<file path="config.mk">
export PLATFORM = sky130hd
export DESIGN_NAME = fetch_stage
export DESIGN_NICKNAME = d
export VERILOG_FILES = /design/src/rtl/rv_pkg.sv /design/src/rtl/fetch_fifo.sv /design/src/rtl/fetch_stage.sv
export SDC_FILE = /design/constraint.sdc
export NUM_CORES = 1
export LEC_CHECK = 0
export CAP_MARGIN = 20
export CORE_MARGIN = 5
export CORE_UTILIZATION = 55
export DETAILED_ROUTE_END_ITERATION = 7
export GPL_TIMING_DRIVEN = 0
export PLACE_DENSITY = 0.8
export SLEW_MARGIN = 0
export SYNTH_ARGS = -nofsm -noshare
export SYNTH_HDL_FRONTEND = slang
export SYNTH_SLANG_ARGS = --single-unit
</file>
<file path="constraint.sdc">
create_clock -name clk -period 10 [get_ports clk]
set_input_delay 1.5 -clock clk [delete_from_list [all_inputs] [get_ports clk]]
set_output_delay 1.5 -clock clk [all_outputs]
set_load 0.02 [all_outputs]
</file>
<file path="src/rtl/rv_pkg.sv">
// Shared RV fetch-path types and constants.
package rv_pkg;
  localparam int          XLEN             = 32;
  localparam logic [31:0] INSTR_NOP        = 32'h0000_0013;
  localparam logic [31:0] DEFAULT_RESET_PC = 32'h0000_0000;

  // One buffered fetch: the PC it was read from and the returned word.
  typedef struct packed {
    logic [XLEN-1:0] pc;
    logic [XLEN-1:0] instr;
  } fetch_entry_t;
endpackage

</file>
<file path="src/rtl/fetch_fifo.sv">
// Small synchronous FIFO of {pc, instr} entries; flush wins over push/pop.
module fetch_fifo
  import rv_pkg::*;
#(
  parameter int DEPTH = 2,
  localparam int PW = $clog2(DEPTH),
  localparam int CW = $clog2(DEPTH) + 1
) (
  input  logic         clk,
  input  logic         rst,
  input  logic         flush,
  input  logic         push,
  input  fetch_entry_t din,
  input  logic         pop,
  output fetch_entry_t dout,
  output logic [CW-1:0] count
);
  fetch_entry_t        mem_q [DEPTH];
  fetch_entry_t        mem_d [DEPTH];
  logic [PW-1:0]       wr_ptr_q, wr_ptr_d, rd_ptr_q, rd_ptr_d;
  logic [CW-1:0]       count_q, count_d;

  assign dout  = mem_q[rd_ptr_q];
  assign count = count_q;

  // Next-state: flush clears pointers; otherwise push writes tail, pop advances head.
  always_comb begin
    mem_d    = mem_q;
    wr_ptr_d = wr_ptr_q;
    rd_ptr_d = rd_ptr_q;
    count_d  = count_q;
    if (flush) begin
      wr_ptr_d = '0;
      rd_ptr_d = '0;
      count_d  = '0;
    end else begin
      if (push) begin
        mem_d[wr_ptr_q] = din;
        wr_ptr_d        = wr_ptr_q + PW'(1);
      end
      if (pop) rd_ptr_d = rd_ptr_q + PW'(1);
      count_d = count_q + CW'(push) - CW'(pop);
    end
  end

  // State registers.
  always_ff @(posedge clk or posedge rst) begin
    if (rst) begin
      for (int i = 0; i < DEPTH; i++) mem_q[i] <= '0;
      wr_ptr_q <= '0;
      rd_ptr_q <= '0;
      count_q  <= '0;
    end else begin
      mem_q    <= mem_d;
      wr_ptr_q <= wr_ptr_d;
      rd_ptr_q <= rd_ptr_d;
      count_q  <= count_d;
    end
  end

  // The issue logic reserves a slot for every in-flight read, so this never fires.
  a_no_overflow: assert property (@(posedge clk) disable iff (rst)
    !(push && !flush && !pop && count_q == CW'(DEPTH)));
endmodule

</file>
<file path="src/rtl/fetch_stage.sv">
// Instruction fetch: PC register, credit-limited issue, redirect/flush, buffer to decode.
module fetch_stage
  import rv_pkg::*;
#(
  parameter logic [31:0] RESET_PC   = DEFAULT_RESET_PC,
  parameter int          FIFO_DEPTH = 2
) (
  input  logic            clk,
  input  logic            rst,
  input  logic            do_branch,
  input  logic [XLEN-1:0] branch_target,
  output logic            imem_req,
  output logic [XLEN-1:0] imem_addr,
  input  logic            imem_rvalid,
  input  logic [XLEN-1:0] imem_rdata,
  output logic            id_valid,
  input  logic            id_ready,
  output logic [XLEN-1:0] id_instr,
  output logic [XLEN-1:0] id_pc
);
  localparam int CW = $clog2(FIFO_DEPTH) + 1;
  localparam int LW = CW + 1;

  logic [XLEN-1:0] pc_q, pc_d, req_pc_q, req_pc_d;
  logic            outstanding_q, outstanding_d;
  logic            push, pop, empty;
  logic [CW-1:0]   count;
  logic [LW-1:0]   level, limit;
  fetch_entry_t    head, tail_in;
  logic            tgt_lo_unused;

  // Low target bits are forced to zero; keep them visibly consumed.
  assign tgt_lo_unused = ^branch_target[1:0];

  fetch_fifo #(.DEPTH(FIFO_DEPTH)) u_fifo (
    .clk   (clk),
    .rst   (rst),
    .flush (do_branch),
    .push  (push),
    .din   (tail_in),
    .pop   (pop),
    .dout  (head),
    .count (count)
  );

  // Handshake, issue credit and next PC; redirect overrides everything.
  always_comb begin
    empty    = (count == '0);
    id_valid = !empty && !do_branch;
    pop      = id_valid && id_ready;
    push     = imem_rvalid && !do_branch;
    tail_in  = '{pc: req_pc_q, instr: imem_rdata};
    // Words buffered plus the one in flight must leave room for a new read.
    level    = LW'(count) + LW'(outstanding_q);
    limit    = LW'(FIFO_DEPTH) + LW'(pop);
    imem_req = !rst && !do_branch && (level < limit);
    imem_addr = pc_q;
    id_instr = empty ? INSTR_NOP : head.instr;
    id_pc    = empty ? pc_q : head.pc;

    pc_d          = pc_q;
    req_pc_d      = req_pc_q;
    outstanding_d = imem_req;
    if (do_branch) begin
      pc_d = {branch_target[XLEN-1:2], 2'b00};
    end else if (imem_req) begin
      pc_d     = pc_q + 32'd4;
      req_pc_d = pc_q;
    end
  end

  // PC and in-flight tracking registers.
  always_ff @(posedge clk or posedge rst) begin
    if (rst) begin
      pc_q          <= RESET_PC;
      req_pc_q      <= RESET_PC;
      outstanding_q <= 1'b0;
    end else begin
      pc_q          <= pc_d;
      req_pc_q      <= req_pc_d;
      outstanding_q <= outstanding_d;
    end
  end

  // Memory must only answer a request issued the previous cycle.
  a_rvalid_has_req: assert property (@(posedge clk) disable iff (rst)
    imem_rvalid |-> outstanding_q);
endmodule
</file>
==> Word-level counts from Yosys, hierarchy flattened <==
Cells that the tools add are included.
{ "word_totals": {"reg_bits": 197, "out_inout_bits": 98, "wordCells": 54} }
{ "op_classes": {"addsub": 7, "magnitude_cmp": 4, "mux": 15, "bitwise_logic": 3, "n_reduce_logical": 15} }
{ "ops": {"columns": ["cell", "n"], "rows": [
  ["$mux 64", 4],
  ["$bwmux 128", 1],
  ["$mux 32", 4],
  ["$demux 64 s1", 1],
  ["$add 32x3->32 const B", 1],
  ["$logic_and 1x1->1", 6],
  ["$reduce_bool 2->1", 3],
  ["$ge 2x2->1 const B", 2],
  ["$mux 1", 4],
  ["$not 1->2", 2],
  ["$reduce_and 2->1", 2],
  ["$add 2x1->3", 1],
  ["$add 2x1->3 const A", 1],
  ["$logic_not 1->1", 3],
  ["$lt 3x3->1", 1],
  ["$add 1x1->1 const B", 2],
  ["$add 2x1->2", 1],
  ["$logic_not 2->1", 1],
  ["$lt 2x1->1 const B", 1],
  ["$mux 2", 1],
  ["$sub 2x1->2", 1],
  ["$not 1->1", 1]
]} }

==> Logic depth before layout (Yosys ltp) <==
Gate-level depths: netlist (run 1).
{ "depth": {"word_depth": 9, "ltp_mapped": 9, "mapped_depth_nobuf": 7} }

==> Modules after synthesis <==
A second synthesis (run 1) with hierarchy kept.
{ "hier_totals": {"hier_cells": 702, "area_unflattened_um2": 9663.0} }
{ "by_module_without_submodules": {"columns": ["mod", "n_inst", "cells_each", "area_each_um2"], "rows": [
  ["fetch_fifo", 1, 359, 6052.1],
  ["fetch_stage", 1, 343, 3611.0]
]} }

==> Least setup slack after synthesis (run 1) <==
OpenSTA, ideal clock, no wires.
{ "synth_timing": {"path_type": "input to output", "from": "in do_branch", "to": "out imem_req", "t_arrival_ns": 2.562, "slack_ns": 5.938, "path_stages": 6, "n_path_buf": 3, "cell_sequence": "clkbuf_1 > nor3_2 > nand2_1 > inv_2 > buf_2 > buf_2"} }
{ "synth_via": {"elab_chain_len": 6} }
{ "synth_lines": {"columns": ["item", "line", "source"], "rows": [
  ["from (decl)", "fetch_stage.sv:10", "input logic do_branch,"],
  ["$logic_not 1->1 (*)", "fetch_stage.sv:49, fetch_stage.sv:56", null],
  ["$logic_and 1x1->1", "fetch_stage.sv:49", "id_valid = !empty && !do_branch;"],
  ["$logic_and 1x1->1", "fetch_stage.sv:50", "pop = id_valid && id_ready;"],
  ["$add 2x1->3", "fetch_stage.sv:55", "limit = LW'(FIFO_DEPTH) + LW'(pop);"],
  ["$lt 3x3->1", "fetch_stage.sv:56", "imem_req = !rst && !do_branch && (level < limit);"],
  ["$logic_and 1x1->1 (*)", "fetch_stage.sv:56", null],
  ["to (decl)", "fetch_stage.sv:12", "output logic imem_req,"]
]} }
Mark *: on every way between the ends. The rest lies on a longest branch, timed or not.

==> Worst setup path in the final report (run 1) <==
{ "layout_timing": {"from": "in do_branch", "to": "out id_valid"} }
{ "layout_via": {"elab_chain_len": 2} }
{ "layout_lines": {"columns": ["item", "line", "source"], "rows": [
  ["$logic_not 1->1", "fetch_stage.sv:49", null],
  ["$logic_and 1x1->1", "fetch_stage.sv:49", null],
  ["to (decl)", "fetch_stage.sv:16", "output logic id_valid,"]
]} }
Every way passes these cells.

==> out/metrics.csv, run 1 <==
stage;metric;value;unit
sta;final setup fails;0;
synthesis;Async SR Flop Fraction;100;%
worst_setup_path;Crit-path slowest cell;clkbuf_1;
detailed_routing;drt drc;0;
placement;DP Area;0.0109;mm²
final_layout;fill cell total of the finished layout;1240;
sta;Max Transition Viols Final;0;
cts;CTS Buffer Depth;2;
worst_setup_path;most frequent CP cell;clkbuf_1;
final_layout;design area;0.0114;mm²
global_routing;first-pass GRT wire length;36300;µm
run;Max-Cap Viols;0;
synthesis;flops & latches, synth;189;
worst_setup_path;slowest stage delay, CP;0.59;ns
detailed_routing;met1 WL;9680;µm
cts;Root Buffer;clkbuf_16;
detailed_routing;met2 WL post-DR;10700;µm
detailed_routing;detailed-router iteration count before antenna repair;5;
detailed_routing;final wirelength;22800;µm
worst_setup_path;arrival time of the worst setup path;4.26;ns
floorplan;# IOs;167;
cts;hold buffer count at cts;0;
sta;minimum clock period;5.76;ns
cts;CTS resizes;0;
worst_setup_path;kind of critical path;primary input to primary output;
synthesis;Synth Warn #;0;
floorplan;Initial Util;56.2;%
detailed_routing;Vias/cell;5.72;
worst_setup_path;Setup crit end kind;primary output;
placement;routability congestion estimate;0.881;
sta;Clock Skew;0.00756;ns
sta;fmax;174;MHz
cts;worst skew pair latency;0.43;ns
synthesis;Mapped Cells;804;
global_routing;largest net degree at the start of global routing;124;
placement;Detailed Place HPWL;15800;µm
sta;Max-slew headroom;38.0;%
final_layout;commonest non-fill, non-tap cell in the layout;dfrtp_1;
floorplan;Site Rows;46;
final_layout;Area Overhead vs Synth;28.1;%
hold_path;Hold Path Cell Cnt;2;
cts;CTS tree;done;
global_routing;total track usage;24.7;%
cts;clock buffer count from CTS;17;
worst_setup_path;CP max FO;10;
detailed_routing;drt wl/cell;18.7;µm
sta;TNS Setup;0;ns
worst_setup_path;CP Launch Type;primary input;
detailed_routing;top sig layer;met4;
sta;worst slew pin tran;0.929;ns
cts;clock sinks;189;
power;P_leak;4.95;nW
hold_path;Hold Path Class;register to register;
global_routing;vias in the first global route;7032;
synthesis;Post-synth top flop;dfrtp_1;
synthesis;register area share after synthesis;52.9;%
detailed_routing;Starting DRT DRC Count;521;
synthesis;Synth cell types;52;
final_layout;final std cells w/o fill;1216;
synthesis;Syn Area/Cell;11.1;µm²
cts;H-Tree Depth;4;
detailed_routing;Routed Antenna Nets;0;
sta;final hold viol count;0;
worst_setup_path;worst r2r path cells;7;
placement;PortBufs;160;
floorplan;DIE AREA;0.0189;mm²
detailed_routing;Vias;6955;
final_layout;share of layout cells above drive strength 1;19.2;%
worst_setup_path;Crit path required time;8.50;ns
power;VDD IR-drop max;0.000125;V
outcome;status;completed;
final_layout;Post-layout nets;1061;
floorplan;Die Y;137;µm
final_layout;commonest non-fill, non-tap cells in the layout;189 x dfrtp_1, 160 x clkdlybuf4s50_1, 142 x nand2_1;
synthesis;Post-synth EDFFs;0;
cts;Post-CTS Setup Bufs;0;
final_layout;Finished Core Util;72.0;%
global_routing;gr ovfl total;0;
worst_setup_path;crit-path cells;clkdlybuf4s50_1 > clkbuf_1 > clkbuf_1 > clkbuf_1 > nor2_1 > clkdlybuf4s50_1;
floorplan;die width;137;µm
detailed_routing;DR WL met3;1950;µm
sta;Tcrit/Tclk final;57.6;%
placement;placed cell count;1184;
floorplan;Core ar.;0.0159;mm²
power;power per cell area;226;mW/mm²
sta;RSZ-0062 raised after global routing;false;
synthesis;cell area after synthesis;0.00893;mm²
global_routing;initial antenna violation count;0;
cts;clock slew at reported path FFs;0.06;ns
-- cells in the mapped netlist, types with 7 or more instances --
master / count / area (µm²)
dfrtp_1: 189 / 4730
nor2_1: 48 / 180
inv_1: 12 / 45.0
buf_2: 19 / 95.1
clkbuf_1: 27 / 101
mux2i_1: 63 / 631
a31oi_1: 8 / 50.1
nand4_1: 9 / 56.3
nand2_1: 142 / 533
a221o_1: 8 / 80.1
o21ai_0: 41 / 205
nand3_1: 16 / 80.1
mux2_2: 126 / 1420
o21ai_1: 7 / 35.0
-- flip-flops by register name, summed over array words and instances, names as in the netlist --
name             cells
u_fifo.mem_q       124
imem_addr           30
outstanding_q        1
u_fifo.rd_ptr_q      1
u_fifo.wr_ptr_q      1
req_pc_q            30
u_fifo.count         2
-- final cells by class --
| class | count | area (µm²) | area share, % |
|---|---|---|---|
| Antenna cell | 1 | 2.50 | 0.0219 |
| Buffer | 53 | 241 | 2.11 |
| Clock buffer | 21 | 470 | 4.11 |
| Clock inverter | 10 | 115 | 1.01 |
| Inverter | 13 | 56.3 | 0.492 |
| Multi-Input combinational cell | 552 | 3930 | 34.3 |
| Sequential cell | 189 | 4730 | 41.3 |
| Tap cell | 216 | 270 | 2.36 |
| Timing Repair Buffer | 161 | 1630 | 14.2 |
-- power by group --
group / total (W) / internal [W] / switching, W / leakage (nW)
logic: 0.000804 / 0.000403 / 0.000401 / 2.34
registers: 0.00112 / 0.000979 / 0.000137 / 2.33
clock network: 0.000667 / 0.000386 / 0.000281 / 0.281
total: 0.00259 / 0.00177 / 0.000818 / 4.95
-- kinds of logic (layout without fill, tap and decap cells) --
logic type / Yosys count / count (layout) / share of synthesized area [%]
and+or+nand+nor: 250 / 250 / 12.3
muxes: 189 / 189 / 22.9
DFF: 189 / 189 / 52.9
AOI/OAI and AO/OA: 95 / 95 / 6.96
buffers and inverters: 66 / 258 / 3.25
xor gates and xnor gates: 9 / 9 / 0.882
adders and majority gates: 5 / 5 / 0.700
other: 1 / 5 / 0.0420
-- worst max-delay path: cells and delay by family --
family,cells,cell delay [ns]
buffers and inverters,5,2.65
AND/OR/NAND/NOR,1,0.10
-- final timing paths --
path | start | end | slack [ns]
setup / recovery | do_branch | id_valid | 4.24
hold / removal | req_pc_q[4] | req_pc_q[4] | 0.49
setup reg to reg | u_fifo.count[0] | imem_addr[23] | 7.52
hold reg to reg | req_pc_q[4] | req_pc_q[4] | 0.49
max in group asynchronous | rst | imem_addr[10] | 7.39
min in group asynchronous | rst | u_fifo.wr_ptr_q | 1.65
-- metal layers --
metal | track usage [%] | up-vias
li1 | - | 3185
met1 | 33.6 | 3471
met2 | 38.9 | 267
met3 | 6.61 | 32
met4 | 7.82 | 0
met5 | 0 | -
-- per-stage QoR --
step                power (W)  setup slack, ns  hold WS [ns]
global placement      0.00190            0.872         0.480
floorplan             0.00160             3.36         0.458
finish                0.00259             4.24         0.492
global route          0.00272             4.21         0.514
CTS                   0.00260             4.29         0.500
detailed placement    0.00193             4.31         0.483
Power figures use the tool's default switching activity.
==> run 2: changes to the inputs <==
--- a/config.mk
+++ b/config.mk
@@ -7,10 +7,10 @@
 export LEC_CHECK = 0
 export CAP_MARGIN = 20
 export CORE_MARGIN = 5
-export CORE_UTILIZATION = 55
+export CORE_UTILIZATION = 48
 export DETAILED_ROUTE_END_ITERATION = 7
 export GPL_TIMING_DRIVEN = 0
-export PLACE_DENSITY = 0.8
+export PLACE_DENSITY = 0.73
 export SLEW_MARGIN = 0
 export SYNTH_ARGS = -nofsm -noshare
 export SYNTH_HDL_FRONTEND = slang
==> constraint.sdc (replaced) <==
create_clock -name clk -period 4.6 [get_ports clk]
set_input_delay 0.69 -clock clk [delete_from_list [all_inputs] [get_ports clk]]
set_output_delay 0.69 -clock clk [all_outputs]
set_load 0.02 [all_outputs]
==> run 2 against run 1 <==
Routed wire length grew 1.7%. Core utilization shrank 8.4 points. Worst hold slack gained 0.0081 ns. Critical path depth grew 2.
==> out/metrics.csv, run 2 (synthesis gave the netlist of run 1 again) <==
stage;metric;value;unit;change
worst_setup_path;worst r2r path cells;6;;was 7
cts;Root Buffer;clkbuf_16;;unchanged
cts;clock buffer count from CTS;17;;unchanged
floorplan;Site Rows;49;;was 46
global_routing;gr ovfl total;0;;unchanged
sta;Clock Skew;0.00803;ns;was 0.00756 ns
sta;minimum clock period;4.08;ns;
power;Comb power frac;30.8;%;was 31.1%
sta;Max Transition Viols Final;0;;unchanged
final_layout;Finished Core Util;63.6;%;was 72.0%
sta;post-layout worst setup margin;0.518;ns;was 4.24 ns
final_layout;Area Overhead vs Synth;29.2;%;was 28.1%
worst_setup_path;Crit Reg-Reg Startpoint;u_fifo.count[0];;unchanged
detailed_routing;final wirelength;23200;µm;was 22800 µm
sta;RSZ-0062 raised after global routing;false;;unchanged
cts;H-Tree Depth;4;;unchanged
power;clock power share;26.7;%;was 25.8%
power;P_leak;4.99;nW;was 4.95 nW
placement;PortBufs;160;;unchanged
floorplan;Die Y;146;µm;was 137 µm
worst_setup_path;Crit path required time;3.91;ns;was 8.50 ns
cts;clock sinks;189;;unchanged
final_layout;commonest non-fill, non-tap cells in the layout;189 x dfrtp_1, 160 x clkdlybuf4s50_1, 142 x nand2_1;;unchanged
global_routing;largest net degree at the start of global routing;41;;was 124
final_layout;commonest non-fill, non-tap cell in the layout;dfrtp_1;;unchanged
power;Sequential Power Share;42.5;%;was 43.1%
sta;Tcrit/Tclk final;88.7;%;
cts;hold buffer count at cts;0;;unchanged
outcome;status;completed;;unchanged
detailed_routing;drt wl/cell;18.8;µm;was 18.7 µm
final_layout;max FFs per register;124;;unchanged
run;Max-Cap Viols;0;;unchanged
hold_path;Hold Path Cell Cnt;2;;unchanged
sta;final hold viol count;0;;unchanged
cts;Post-CTS Setup Bufs;0;;unchanged
floorplan;DIE AREA;0.0214;mm²;was 0.0189 mm²
sta;Max-slew headroom;38.2;%;was 38.0%
placement;Detailed Place HPWL;16700;µm;was 15800 µm
final_layout;Post-layout nets;1065;;was 1061
power;Pint;0.00388;W;was 0.00177 W
detailed_routing;Starting DRT DRC Count;419;;was 521
detailed_routing;Vias;6805;;was 6955
power;VDD IR-drop max;0.000338;V;was 0.000125 V
worst_setup_path;CP max FO;11;;was 10
floorplan;Initial Util;49.2;%;was 56.2%
placement;Post-Place Worst Slack;0.517;ns;was 4.31 ns
worst_setup_path;kind of critical path;primary input to primary output;;unchanged
final_layout;Largest Register;u_fifo.mem_q;;unchanged
sta;final setup fails;0;;unchanged
worst_setup_path;CP Launch Type;primary input;;unchanged
final_layout;design area;0.0115;mm²;was 0.0114 mm²
power;power per cell area;493;mW/mm²;was 226 mW/mm²
worst_setup_path;R2R Path End;imem_addr[12];;was imem_addr[23]
cts;CTS Buffer Depth;2;;unchanged
worst_setup_path;Setup crit end kind;primary output;;unchanged
floorplan;Core ar.;0.0181;mm²;was 0.0159 mm²
cts;clock slew at reported path FFs;0.06;ns;about the same
cts;worst skew pair latency;0.43;ns;about the same
placement;DP Area;0.0109;mm²;about the same
final_layout;fill cell total of the finished layout;1495;;was 1240
power;total net switching power;0.00181;W;was 0.000818 W
floorplan;# IOs;167;;unchanged
power;total power;0.00569;W;was 0.00259 W
hold_path;Hold Path Class;register to register;;unchanged
sta;fmax;245;MHz;
sta;Final Hold Slack;0.500;ns;was 0.492 ns
cts;CTS tree;done;;unchanged
hold_path;Hold Path End;req_pc_q[20];;was req_pc_q[4]
floorplan;die width;146;µm;was 137 µm
final_layout;share of layout cells above drive strength 1;19.6;%;was 19.2%
detailed_routing;drt drc;0;;unchanged
detailed_routing;detailed-router iteration count before antenna repair;5;;unchanged
global_routing;first-pass GRT wire length;37700;µm;was 36300 µm
worst_setup_path;arrival time of the worst setup path;3.39;ns;was 4.26 ns
detailed_routing;Vias/cell;5.52;;was 5.72
final_layout;antenna cell count;0;;was 1
global_routing;total track usage;22.0;%;was 24.7%
global_routing;vias in the first global route;6913;;was 7032
sta;worst slew pin tran;0.924;ns;was 0.929 ns
detailed_routing;Routed Antenna Nets;0;;unchanged
hold_path;hold_sp;req_pc_q[20];;was req_pc_q[4]
cts;CTS resizes;0;;unchanged
global_routing;initial antenna violation count;0;;unchanged
placement;routability congestion estimate;0.841;;was 0.881
worst_setup_path;setup slack, reg-to-reg;2.09;ns;was 7.52 ns
power;Sw Share;31.8;%;was 31.6%
run 2: cell count changes in the layout (fill, tap and decap cells not counted):
cell | previous run | this run
buf_12 | 0 | 5
buf_16 | 1 | 0
bufinv_16 | 2 | 3
clkbuf_8 | 3 | 1
clkinv_2 | 3 | 4
clkinv_4 | 2 | 1
clkinvlp_4 | 3 | 2
diode_2 | 1 | 0
inv_6 | 0 | 4
inv_8 | 1 | 0
run 2: area by class of cell:
| class | count | area (µm²) | area share [%] |
|---|---|---|---|
| clock buffers | 19 | 443 | 3.84 |
| clock inverters | 13 | 161 | 1.40 |
| inverters | 13 | 52.6 | 0.455 |
| flip-flops and latches | 189 | 4730 | 41.0 |
| repair buffers | 165 | 1700 | 14.7 |
| multi-input cells | 552 | 3930 | 34.0 |
| plain buffers | 53 | 241 | 2.09 |
| well taps | 229 | 287 | 2.48 |
run 2: power groups by stage:
stage	sequential (W)	combinational (W)	clock (W)
floorplan	0.00239	0.00109	0
global placement	0.00243	0.00172	0
detailed placement	0.00245	0.00176	0
CTS	0.00242	0.00177	0.00154
global route	0.00248	0.00191	0.00162
finish	0.00242	0.00175	0.00152
run 2: per-layer routing:
metal  vias to the layer above  share of wire (%)  GRT usage, %
li1                       3187                  -             -
met1                      3347                 46          31.1
met2                       244                 46          34.3
met3                        27                6.0          5.02
met4                         0                1.4          5.97
met5                         -                  0             0
run 2: how the worst max path moves through the flow:
stage              start           endpoint  slack [ns]  cells past startpoint
4_1_cts        do_branch           imem_req        0.50                      8
2_1_floorplan        rst      imem_addr[10]        1.48                      1
5_1_grt        do_branch           imem_req        0.40                      8
3_5_place_dp   do_branch           imem_req        0.52                      8
3_3_place_gp         rst  u_fifo.mem_q[112]       -0.18                      2
6_report       do_branch           imem_req        0.52                      8
run 2: critical path: stages:
cell and delay, ns:
clkdlybuf4s50_1 0.46, clkbuf_1 0.27, nor3_2 0.40, nand2_1 0.20
inv_2 0.12, buf_2 0.24, buf_2 0.31, clkdlybuf4s50_1 0.66
run 2: through the flow:
step                      cells  TNS, ns
after floorplan             807        0
after global placement     1196   -32.46
after detailed placement   1201        0
after CTS                  1233        0
after global routing       1233        0
final                      1233        0
